--- config.mk ---
export PLATFORM = sky130hd
export DESIGN_NAME = distribute_1x2_one_hot_comb
export DESIGN_NICKNAME = d
export VERILOG_FILES = /design/src/rtl/distribute_1x2_one_hot_comb_pkg.sv /design/src/rtl/distribute_1x2_one_hot_comb_core.sv /design/src/rtl/distribute_1x2_one_hot_comb.sv
export SDC_FILE = /design/constraint.sdc
export NUM_CORES = 1
export LEC_CHECK = 0
export BUFFER_PORTS_ARGS = -buffer_cell sky130_fd_sc_hd__buf_2
export CAP_MARGIN = 20
export CORE_MARGIN = 2
export CORE_UTILIZATION = 27
export DETAILED_ROUTE_END_ITERATION = 16
export PLACE_DENSITY = 0.82
export SYNTH_ARGS = -nofsm -noshare
export SYNTH_HDL_FRONTEND = slang
export SYNTH_SLANG_ARGS = --single-unit
--- constraint.sdc ---
create_clock -name vclk -period 0.9
set_input_delay 0.18 -clock vclk [all_inputs]
set_output_delay 0.18 -clock vclk [all_outputs]
set_load 0.01 [all_outputs]
--- src/rtl/distribute_1x2_one_hot_comb_pkg.sv ---
// Shared helpers for the one-hot distribution chain node.
// Sizes the command that is handed to the next chain stage.
package distribute_1x2_one_hot_comb_pkg;

  localparam int unsigned MIN_CMD_WIDTH = 32'd1;

  // The last stage still exposes a 1-bit o_cmd, tied low.
  function automatic int unsigned out_cmd_width(input int unsigned in_cmd_width);
    if (in_cmd_width <= MIN_CMD_WIDTH) begin
      out_cmd_width = MIN_CMD_WIDTH;
    end else begin
      out_cmd_width = in_cmd_width - 32'd1;
    end
  endfunction

endpackage

--- src/rtl/distribute_1x2_one_hot_comb_core.sv ---
// Combinational routing core: forwards the word downstream, optionally to the
// local node, and strips the consumed command MSB.
module distribute_1x2_one_hot_comb_core
  import distribute_1x2_one_hot_comb_pkg::*;
#(
  parameter int unsigned DATA_WIDTH       = 32,
  parameter int unsigned IN_COMMAND_WIDTH = 2
) (
  input  logic                                       i_valid,
  input  logic [DATA_WIDTH-1:0]                      i_data_bus,
  input  logic                                       i_en,
  input  logic [IN_COMMAND_WIDTH-1:0]                i_cmd,
  output logic [1:0]                                 o_valid,
  output logic [2*DATA_WIDTH-1:0]                    o_data_bus,
  output logic [out_cmd_width(IN_COMMAND_WIDTH)-1:0] o_cmd
);

  logic w_act;

  assign w_act = i_en & i_valid;

  // Idle or disabled inputs must yield all-zero outputs whatever cmd/data hold.
  always_comb begin
    o_valid    = 2'b00;
    o_data_bus = '0;
    if (w_act) begin
      o_valid[0]                 = 1'b1;
      o_data_bus[DATA_WIDTH-1:0] = i_data_bus;
      if (i_cmd[IN_COMMAND_WIDTH-1]) begin
        o_valid[1]                            = 1'b1;
        o_data_bus[2*DATA_WIDTH-1:DATA_WIDTH] = i_data_bus;
      end else begin
        o_valid[1]                            = 1'b0;
        o_data_bus[2*DATA_WIDTH-1:DATA_WIDTH] = '0;
      end
    end else begin
      o_valid    = 2'b00;
      o_data_bus = '0;
    end
  end

  if (IN_COMMAND_WIDTH > 1) begin : g_cmd_strip
    // Pass the remaining command bits on only with a live word.
    always_comb begin
      o_cmd = '0;
      if (w_act) begin
        o_cmd = i_cmd[IN_COMMAND_WIDTH-2:0];
      end else begin
        o_cmd = '0;
      end
    end
  end else begin : g_cmd_last
    assign o_cmd = 1'b0;
  end

endmodule

--- src/rtl/distribute_1x2_one_hot_comb.sv ---
// One node of the one-hot NoC distribution chain, with an optional
// single-cycle output register.
module distribute_1x2_one_hot_comb
  import distribute_1x2_one_hot_comb_pkg::*;
#(
  parameter int unsigned DATA_WIDTH       = 32,
  parameter int unsigned IN_COMMAND_WIDTH = 2,
  parameter int unsigned OUTPUT_REG       = 0
) (
  input  logic                                       clk,
  input  logic                                       rst,
  input  logic                                       i_valid,
  input  logic [DATA_WIDTH-1:0]                      i_data_bus,
  input  logic                                       i_en,
  input  logic [IN_COMMAND_WIDTH-1:0]                i_cmd,
  output logic [1:0]                                 o_valid,
  output logic [2*DATA_WIDTH-1:0]                    o_data_bus,
  output logic [out_cmd_width(IN_COMMAND_WIDTH)-1:0] o_cmd
);

  localparam int unsigned OUT_COMMAND_WIDTH = out_cmd_width(IN_COMMAND_WIDTH);

  logic [1:0]                   w_valid;
  logic [2*DATA_WIDTH-1:0]      w_data_bus;
  logic [OUT_COMMAND_WIDTH-1:0] w_cmd;

  distribute_1x2_one_hot_comb_core #(
    .DATA_WIDTH       (DATA_WIDTH),
    .IN_COMMAND_WIDTH (IN_COMMAND_WIDTH)
  ) u_core (
    .i_valid    (i_valid),
    .i_data_bus (i_data_bus),
    .i_en       (i_en),
    .i_cmd      (i_cmd),
    .o_valid    (w_valid),
    .o_data_bus (w_data_bus),
    .o_cmd      (w_cmd)
  );

  if (OUTPUT_REG != 0) begin : g_out_reg
    logic [1:0]                   r_valid;
    logic [2*DATA_WIDTH-1:0]      r_data_bus;
    logic [OUT_COMMAND_WIDTH-1:0] r_cmd;

    // Reset wins over capture so an in-flight word is dropped.
    always_ff @(posedge clk) begin
      if (rst) begin
        r_valid    <= 2'b00;
        r_data_bus <= '0;
        r_cmd      <= '0;
      end else begin
        r_valid    <= w_valid;
        r_data_bus <= w_data_bus;
        r_cmd      <= w_cmd;
      end
    end

    assign o_valid    = r_valid;
    assign o_data_bus = r_data_bus;
    assign o_cmd      = r_cmd;
  end else begin : g_out_comb
    assign o_valid    = w_valid;
    assign o_data_bus = w_data_bus;
    assign o_cmd      = w_cmd;
  end

endmodule

==> results.yml, run 1 <==
floorplanning:
  die_w_um: 52.6
  initial_utilization_pct: 28.6
  dieHeight_um: 52.6
  rows: 17
  ios: 105
timing:
  worst-ep-kind: "output port"
  worst_endpoint: "o_data_bus[63]"
placement:
  hpwl_mm: 1.74
  port_buffers: 103
  gp_congestion: 0.682
synth:
  syn-num-nets: 123
  ys_warn_count: 0
  syn_area_um2: 638
  netlist_instances: 85
  synth_cell_types: 7
  syn_area_per_cell_um2: 7.51
  seq_area_frac_synth_pct: 0
outcome:
  error: "[ERROR DPL-0038] Utilization greater than 100%, impossible to legalize"
  status: "stopped before the end"
  stop_stage: "global routing"
global_route:
  antenna_found_initial: 3
  grt_max_degree: 18
clock_tree:
  cts.hold.buffers_added: 0
-- per-stage QoR --
step,hold WS (ns),setup slack [ns],cell area (um2),std cells
after floorplan,0.515,0.0243,638,85
after global placement,0.678,-0.0762,1170,204
after detailed placement,0.681,-0.0937,1170,204
after CTS,0.686,-0.0442,1870,220
-- cells in the mapped netlist --
| library cell | instances | area [um2] |
|---|---|---|
| and2_1 | 1 | 6.26 |
| and3_1 | 34 | 213 |
| and4_1 | 32 | 280 |
| buf_2 | 8 | 40.0 |
| buf_4 | 2 | 15.0 |
| buf_6 | 7 | 78.8 |
| clkbuf_2 | 1 | 5.00 |
-- cells by family after synthesis --
logic type | Yosys count | synth area share [%]
and+or+nand+nor | 67 | 78.2
buffers and inverters | 18 | 21.8
-- what timing repair did --
item | 4_1_cts
hold endpoints to repair | 0
resized for setup | 67
buffers inserted | 0
pin swaps | 42
setup endpoints to repair | 67
cloned | 16
==> run 2, diff against run 1 <==
--- a/config.mk
+++ b/config.mk
@@ -7,10 +7,10 @@
 export LEC_CHECK = 0
 export BUFFER_PORTS_ARGS = -buffer_cell sky130_fd_sc_hd__buf_2
 export CAP_MARGIN = 20
-export CORE_MARGIN = 2
-export CORE_UTILIZATION = 27
+export CORE_AREA = 2 2 63 65
 export DETAILED_ROUTE_END_ITERATION = 16
-export PLACE_DENSITY = 0.82
+export DIE_AREA = 0 0 65 67
+export PLACE_DENSITY_LB_ADDON = 0.15
 export SYNTH_ARGS = -nofsm -noshare
 export SYNTH_HDL_FRONTEND = slang
 export SYNTH_SLANG_ARGS = --single-unit
==> constraint.sdc (replaced) <==
create_clock -name vclk -period 1.2
set_input_delay 0.24 -clock vclk [all_inputs]
set_output_delay 0.24 -clock vclk [all_outputs]
set_load 0.01 [all_outputs]
==> results.yml, run 2 <==
critical_path:
  cp.arrival_ns: 0.90
  critPathCaptureType: "output port"
  critical_path_class: "in2out"
  worst_ep_required_time_ns: 0.96
  crit_fanout: 34
  startpoint_type: "primary input"
layout:
  nets: 214
  antennaDiodeCount: 0
  layout-drive-gt1-share_pct: 61.5
  multi_input_area_um2: 499
  seq_cells: 0
  final_common_cell: "buf_2"
  fillCellCount: 402
  mostFrequentLayoutCells: "buf_2, and3_1, and4_1"
  finalNonFillerCells: 222
  clkbuf_count: 0
  layout.area.seq_um2: 0
  syn_to_final_growth_pct: 82.9
route:
  vias: 1059
  wl_per_cell_um: 13.4
  ant_nets: 0
  routed_via_density: 4.77
  first_iter_violations: 19
  firstDrtPassIters: 3
  drc: 0
  routed_wl_mm: 2.97
timing:
  fmax_ghz: 0.879
  setup_viol: 0
  finalWorstPathRequiredPeriod_ns: 1.14
  hold_violations: 0
  rsz0062_at_grt: "false"
  period_share_pct: 94.8
  slew_headroom_pct: 83.5
  drv_slew: 0
  worstMarginPinSlew_ns: 0.248
floorplanning:
  dieArea_mm2: 0.00436
  dieHeight_um: 67
  initial_utilization_pct: 17.7
  die_w_um: 65
  ios: 105
  rows: 22
  core-area_mm2: 0.00361
min_path:
  hold_path.class: "in2out"
  holdPathStages: 3
synth:
  synth.area.top_cells: "and4_1, and3_1, buf_6"
  ys_warn_count: 0
  synth.most_common_cell: "and3_1"
  synthTopCellsByCount: "and3_1, and4_1, buf_2, buf_6, buf_4"
  syn_area_per_cell_um2: 7.51
  synth_cell_types: 7
  syn_area_um2: 638
  synth_top_area_share_pct: 43.9
  yosys.area.top_type: "and4_1"
  seq_area_frac_synth_pct: 0
  syn-num-nets: 123
  netlist_instances: 85
global_route:
  overflow: 0
  grt_pass1_wl_mm: 3.75
  grt_pass1_vias: 815
  track_usage_pct: 10.1
  grt_max_degree: 68
  antenna_found_initial: 0
placement:
  port_buffers: 103
  hpwl_mm: 1.89
  gp_congestion: 0.672
  dpl.cell_count: 220
power_and_ir_drop:
  ir_drop_mv: 0.0717
  p_per_area_mw_per_mm2: 282
  p_leak_nw: 0.841
  power.total_mw: 0.329
clock_tree:
  post_cts_buffers: 0
  cts.hold.buffers_added: 0
outcome:
  status: "finished clean"
run:
  maxCapViolCount: 0
-- run 2: cell counts after synthesis --
Identical to the previous run, type by type.
-- run 2: cell type report --
| class | instances | share of cell area (%) |
|---|---|---|
| tap | 48 | 5.14 |
| multi-input combinational | 67 | 42.8 |
| timing repair buffer | 107 | 52.1 |
-- run 2: worst max-delay path: stages --
cell and delay (ns):
buf_2 0.13, buf_12 0.18, and4_1 0.21, buf_2 0.13
-- run 2: cell families (layout without fill, tap and decap cells) --
family / after synthesis / count (layout) / share of synthesized area (%)
and+or+nand+nor: 67 / 67 / 78.2
buffers and inverters: 18 / 107 / 21.8
-- run 2: worst paths after layout --
path / to / slack (ns) / startpoint
max: o_data_bus[49] / 0.06 / i_en
min: o_data_bus[13] / 0.80 / i_data_bus[13]
-- run 2: metrics by stage --
| stage | TNS [ns] | area, um2 | util, % | hold slack [ns] | setup WS (ns) |
|---|---|---|---|---|---|
| 6_report | 0 | 1170 | 32.4 | 0.800 | 0.0625 |
| 3_5_place_dp | -1.68 | 1110 | 30.9 | 0.802 | -0.0675 |
| 5_1_grt | 0 | 1170 | 32.4 | 0.811 | 0.00460 |
| 4_1_cts | 0 | 1120 | 31.0 | 0.801 | 0.0477 |
| 3_3_place_gp | -1.32 | 1110 | 30.9 | 0.802 | -0.0509 |
| 2_1_floorplan | 0 | 638 | - | 0.635 | 0.204 |
-- run 2: routing by layer --
metal / vias to the layer above / part of all wire [%] / track usage, % / wire (um)
met5: - / 0 / 0 / 0
met4: 0 / 0 / 0 / 0
met3: 0 / 6.0 / 0.676 / 177
met2: 44 / 53 / 21.8 / 1580
met1: 492 / 41 / 11.1 / 1220
li1: 523 / - / - / -
-- run 2: power breakdown --
part | total (mW) | internal [mW] | switching [mW]
clock | 0 | 0 | 0
combinational | 0.329 | 0.158 | 0.171
sequential | 0 | 0 | 0
total | 0.329 | 0.158 | 0.171
-- run 2: what timing repair did --
item | 4_1_cts | 5_1_grt
cloned | 0 | 2
setup endpoints to repair | 33 | 19
gates resized for setup | 1 | 0
(Power assumes the default switching activity.)
==> run 3, diff against run 2 <==
--- a/config.mk
+++ b/config.mk
@@ -5,12 +5,12 @@
 export SDC_FILE = /design/constraint.sdc
 export NUM_CORES = 1
 export LEC_CHECK = 0
-export BUFFER_PORTS_ARGS = -buffer_cell sky130_fd_sc_hd__buf_2
+export BUFFER_PORTS_ARGS = -buffer_cell sky130_fd_sc_hd__buf_4
 export CAP_MARGIN = 20
 export CORE_AREA = 2 2 63 65
 export DETAILED_ROUTE_END_ITERATION = 16
 export DIE_AREA = 0 0 65 67
-export PLACE_DENSITY_LB_ADDON = 0.15
+export PLACE_DENSITY = 0.54
 export SYNTH_ARGS = -nofsm -noshare
 export SYNTH_HDL_FRONTEND = slang
 export SYNTH_SLANG_ARGS = --single-unit
==> results.yml, run 3 (synthesis results as in run 2) <==
power_and_ir_drop:
  p_per_area_mw_per_mm2: 273
  ir_drop_mv: 0.0924
  p_leak_nw: 0.837
  power.total_mw: 0.367
route:
  routed_wl_mm: 2.75
  vias: 1021
  top_layer_used: "met3"
  firstDrtPassIters: 3
  routed_via_density: 4.68
  met3WireLength_um: 255
  wl_per_cell_um: 12.6
  first_iter_violations: 35
  ant_nets: 0
  drc: 0
  wl_met2_mm: 1.41
  met1_length_mm: 1.09
layout:
  multi_input_area_um2: 499
  syn_to_final_growth_pct: 111
  fillCellCount: 412
  nets: 210
  final_common_cell: "buf_4"
  clkbuf_count: 0
  antennaDiodeCount: 0
  seq_cells: 0
  mostFrequentLayoutCells: "buf_4, and3_1, and4_1"
  layout-drive-gt1-share_pct: 60.6
  layout.area.seq_um2: 0
  final_cell_area_mm2: 0.00135
outcome:
  status: "finished clean"
timing:
  whs_ns: 0.797
  rsz0062_at_grt: "false"
  drv_slew: 0
  period_share_pct: 91.5
  finalWorstPathRequiredPeriod_ns: 1.10
  slew_headroom_pct: 81.3
  hold_violations: 0
  worstMarginPinSlew_ns: 0.280
  fmax_ghz: 0.910
  setup_viol: 0
global_route:
  overflow: 0
  track_usage_pct: 10.3
  antenna_found_initial: 0
  grt_pass1_wl_mm: 3.78
  grt_pass1_vias: 799
  grt_max_degree: 68
critical_path:
  startpoint_type: "primary input"
  crit_cells: 3
  crit_buf_inv: 2
  crit_family: "buffers and inverters"
  cpPeakStageDelay_ns: 0.24
  cp.arrival_ns: 0.86
  crit_start: "i_en"
  crit_fanout: 67
  cp_slowest_cell: "buf_8"
  critPathCaptureType: "output port"
  critical_path_class: "in2out"
  worst_ep_required_time_ns: 0.96
  worstPathCellList: "buf_8 -> and4_1 -> buf_4"
placement:
  gp_congestion: 0.613
  place_area_mm2: 0.00133
  port_buffers: 103
floorplanning:
  initial_utilization_pct: 17.7
  ios: 105
  die_w_um: 65
  core-area_mm2: 0.00361
  rows: 22
  dieArea_mm2: 0.00436
  dieHeight_um: 67
clock_tree:
  post_cts_buffers: 0
  cts.hold.buffers_added: 0
min_path:
  holdPathStages: 3
  min_from: "i_data_bus[17]"
  hold_path.class: "in2out"
run:
  maxCapViolCount: 0
run 3: tightest hold or removal path, cell delays in order:
cell	delay (ns)
buf_4	0.08
and3_1	0.13
buf_4	0.11
run 3: timing repair:
| action | in CTS | in global routing |
|---|---|---|
| setup endpoints to repair | 62 | 2 |
| hold endpoints to repair | 0 | 0 |
| pin swaps | 0 | 0 |
| resized for setup | 2 | 2 |
run 3: worst paths after layout:
kind  slack (ns)        endpoint
min         0.80  o_data_bus[17]
max         0.10  o_data_bus[58]
run 3: layout make-up:
type,count,share of cell area [%]
Timing Repair Buffer,103,58.5
Tap cell,48,4.46
Multi-Input combinational cell,67,37.0
run 3: per-layer routing:
metal / GRT usage, % / up-vias
met1: 12.5 / 459
li1: - / 511
met5: 0 / -
met2: 20.4 / 51
met4: 0 / 0
met3: 1.01 / 0
run 3: report_power, final:
group	leakage, nW	switching [mW]	internal, mW	total, mW
logic	0.837	0.163	0.204	0.367
clock network	0	0	0	0
registers	0	0	0	0
total	0.837	0.163	0.204	0.367
run 3: through the flow:
stage	util (%)	TNS [ns]	setup WS (ns)	std cells
6_report	37.4	0	0.102	218
5_1_grt	37.4	0	0.0335	218
4_1_cts	37.2	0	0.0638	218
3_5_place_dp	37.0	-1.47	-0.0513	218
3_3_place_gp	37.0	-0.448	-0.0224	218
2_1_floorplan	-	0	0.204	85
==> run 4, diff against run 3 <==
--- a/config.mk
+++ b/config.mk
@@ -7,9 +7,9 @@
 export LEC_CHECK = 0
 export BUFFER_PORTS_ARGS = -buffer_cell sky130_fd_sc_hd__buf_4
 export CAP_MARGIN = 20
-export CORE_AREA = 2 2 63 65
+export CORE_AREA = 10 10 71 73
 export DETAILED_ROUTE_END_ITERATION = 16
-export DIE_AREA = 0 0 65 67
+export DIE_AREA = 0 0 81 83
 export PLACE_DENSITY = 0.54
 export SYNTH_ARGS = -nofsm -noshare
 export SYNTH_HDL_FRONTEND = slang
==> results.yml, run 4 (synthesis results as in run 2) <==
outcome:
  status: "finished clean"
placement:
  hpwl_mm: 2.93
  place_area_mm2: 0.00133
  port_buffers: 103
  gp_congestion: 0.691
global_route:
  grt_max_degree: 68
  antenna_found_initial: 0
  overflow: 0
  track_usage_pct: 9.58
  grt_pass1_vias: 1020
  grt_pass1_wl_mm: 5.58
critical_path:
  cp.arrival_ns: 0.85
  crit_fanout: 67
  crit_start: "i_valid"
  critPathCaptureType: "output port"
  worst_ep_required_time_ns: 0.96
  critical_path_class: "in2out"
  startpoint_type: "primary input"
timing:
  rsz0062_at_grt: "false"
  worstMarginPinSlew_ns: 0.267
  setup_viol: 0
  slew_headroom_pct: 82.2
  finalWorstPathRequiredPeriod_ns: 1.09
  hold_violations: 0
  drv_slew: 0
  fmax_ghz: 0.916
  finalSetupTns_ns: 0
  period_share_pct: 90.9
route:
  first_iter_violations: 55
  top_layer_used: "met3"
  ant_nets: 0
  firstDrtPassIters: 4
  wl_met2_mm: 2.02
  vias: 1026
  routed_wl_mm: 3.60
  wl_per_cell_um: 16.5
  routed_via_density: 4.71
  met3WireLength_um: 393
  met1_length_mm: 1.18
  drc: 0
layout:
  nets: 210
  final_cell_area_mm2: 0.00135
  layout.area.seq_um2: 0
  layout-drive-gt1-share_pct: 60.6
  final_common_cell: "buf_4"
  antennaDiodeCount: 0
  mostFrequentLayoutCells: "buf_4, and3_1, and4_1"
  syn_to_final_growth_pct: 111
  clkbuf_count: 0
  multi_input_area_um2: 499
  seq_cells: 0
  fillCellCount: 407
clock_tree:
  cts.hold.buffers_added: 0
  post_cts_buffers: 0
floorplanning:
  core-area_mm2: 0.00363
  dieHeight_um: 83
  ios: 105
  rows: 22
  dieArea_mm2: 0.00672
  initial_utilization_pct: 17.6
  die_w_um: 81
power_and_ir_drop:
  ir_drop_mv: 0.237
  p_per_area_mw_per_mm2: 277
  p_leak_nw: 0.837
min_path:
  min_from: "i_data_bus[22]"
  hold_path.class: "in2out"
run:
  maxCapViolCount: 0
run 4: worst max-delay path: stages:
cell and delay (ns):
buf_8 0.23, and4_1 0.24, buf_4 0.12
run 4: cell type report:
class                      instances  share of cell area, %
tap                               48                   4.46
multi-input combinational         67                   37.0
timing repair buffer             103                   58.5
run 4: repair_timing:
action | in CTS | in global routing
endpoints found under the setup margin | 66 | 17
gates resized for setup | 2 | 2
pin swaps | 0 | 0
run 4: layer usage:
| metal | GRT usage, % | vias up |
|---|---|---|
| li1 | - | 507 |
| met1 | 9.38 | 473 |
| met2 | 19.4 | 46 |
| met3 | 3.13 | 0 |
| met4 | 0 | 0 |
| met5 | 0 | - |
run 4: final timing paths:
check | to | slack [ns] | depth (start not counted)
setup / recovery | o_data_bus[49] | 0.11 | 3
hold / removal | o_data_bus[22] | 0.80 | 3
run 4: where the power goes:
| part | internal (mW) | leakage [nW] | switching, mW | total [mW] |
|---|---|---|---|---|
| Combinational | 0.205 | 0.837 | 0.169 | 0.374 |
| Clock | 0 | 0 | 0 | 0 |
| Sequential | 0 | 0 | 0 | 0 |
| Total | 0.205 | 0.837 | 0.169 | 0.374 |
run 4: metrics by stage:
stage	instances	setup slack (ns)	hold WS [ns]	utilization, %	total power, mW
2_1_floorplan	85	0.204	0.635	-	0.174
3_3_place_gp	218	-0.0314	0.801	36.7	0.368
3_5_place_dp	218	-0.0601	0.800	36.7	0.374
4_1_cts	218	0.0583	0.803	36.9	0.377
5_1_grt	218	0.0323	0.815	37.1	0.412
6_report	218	0.109	0.800	37.1	0.374
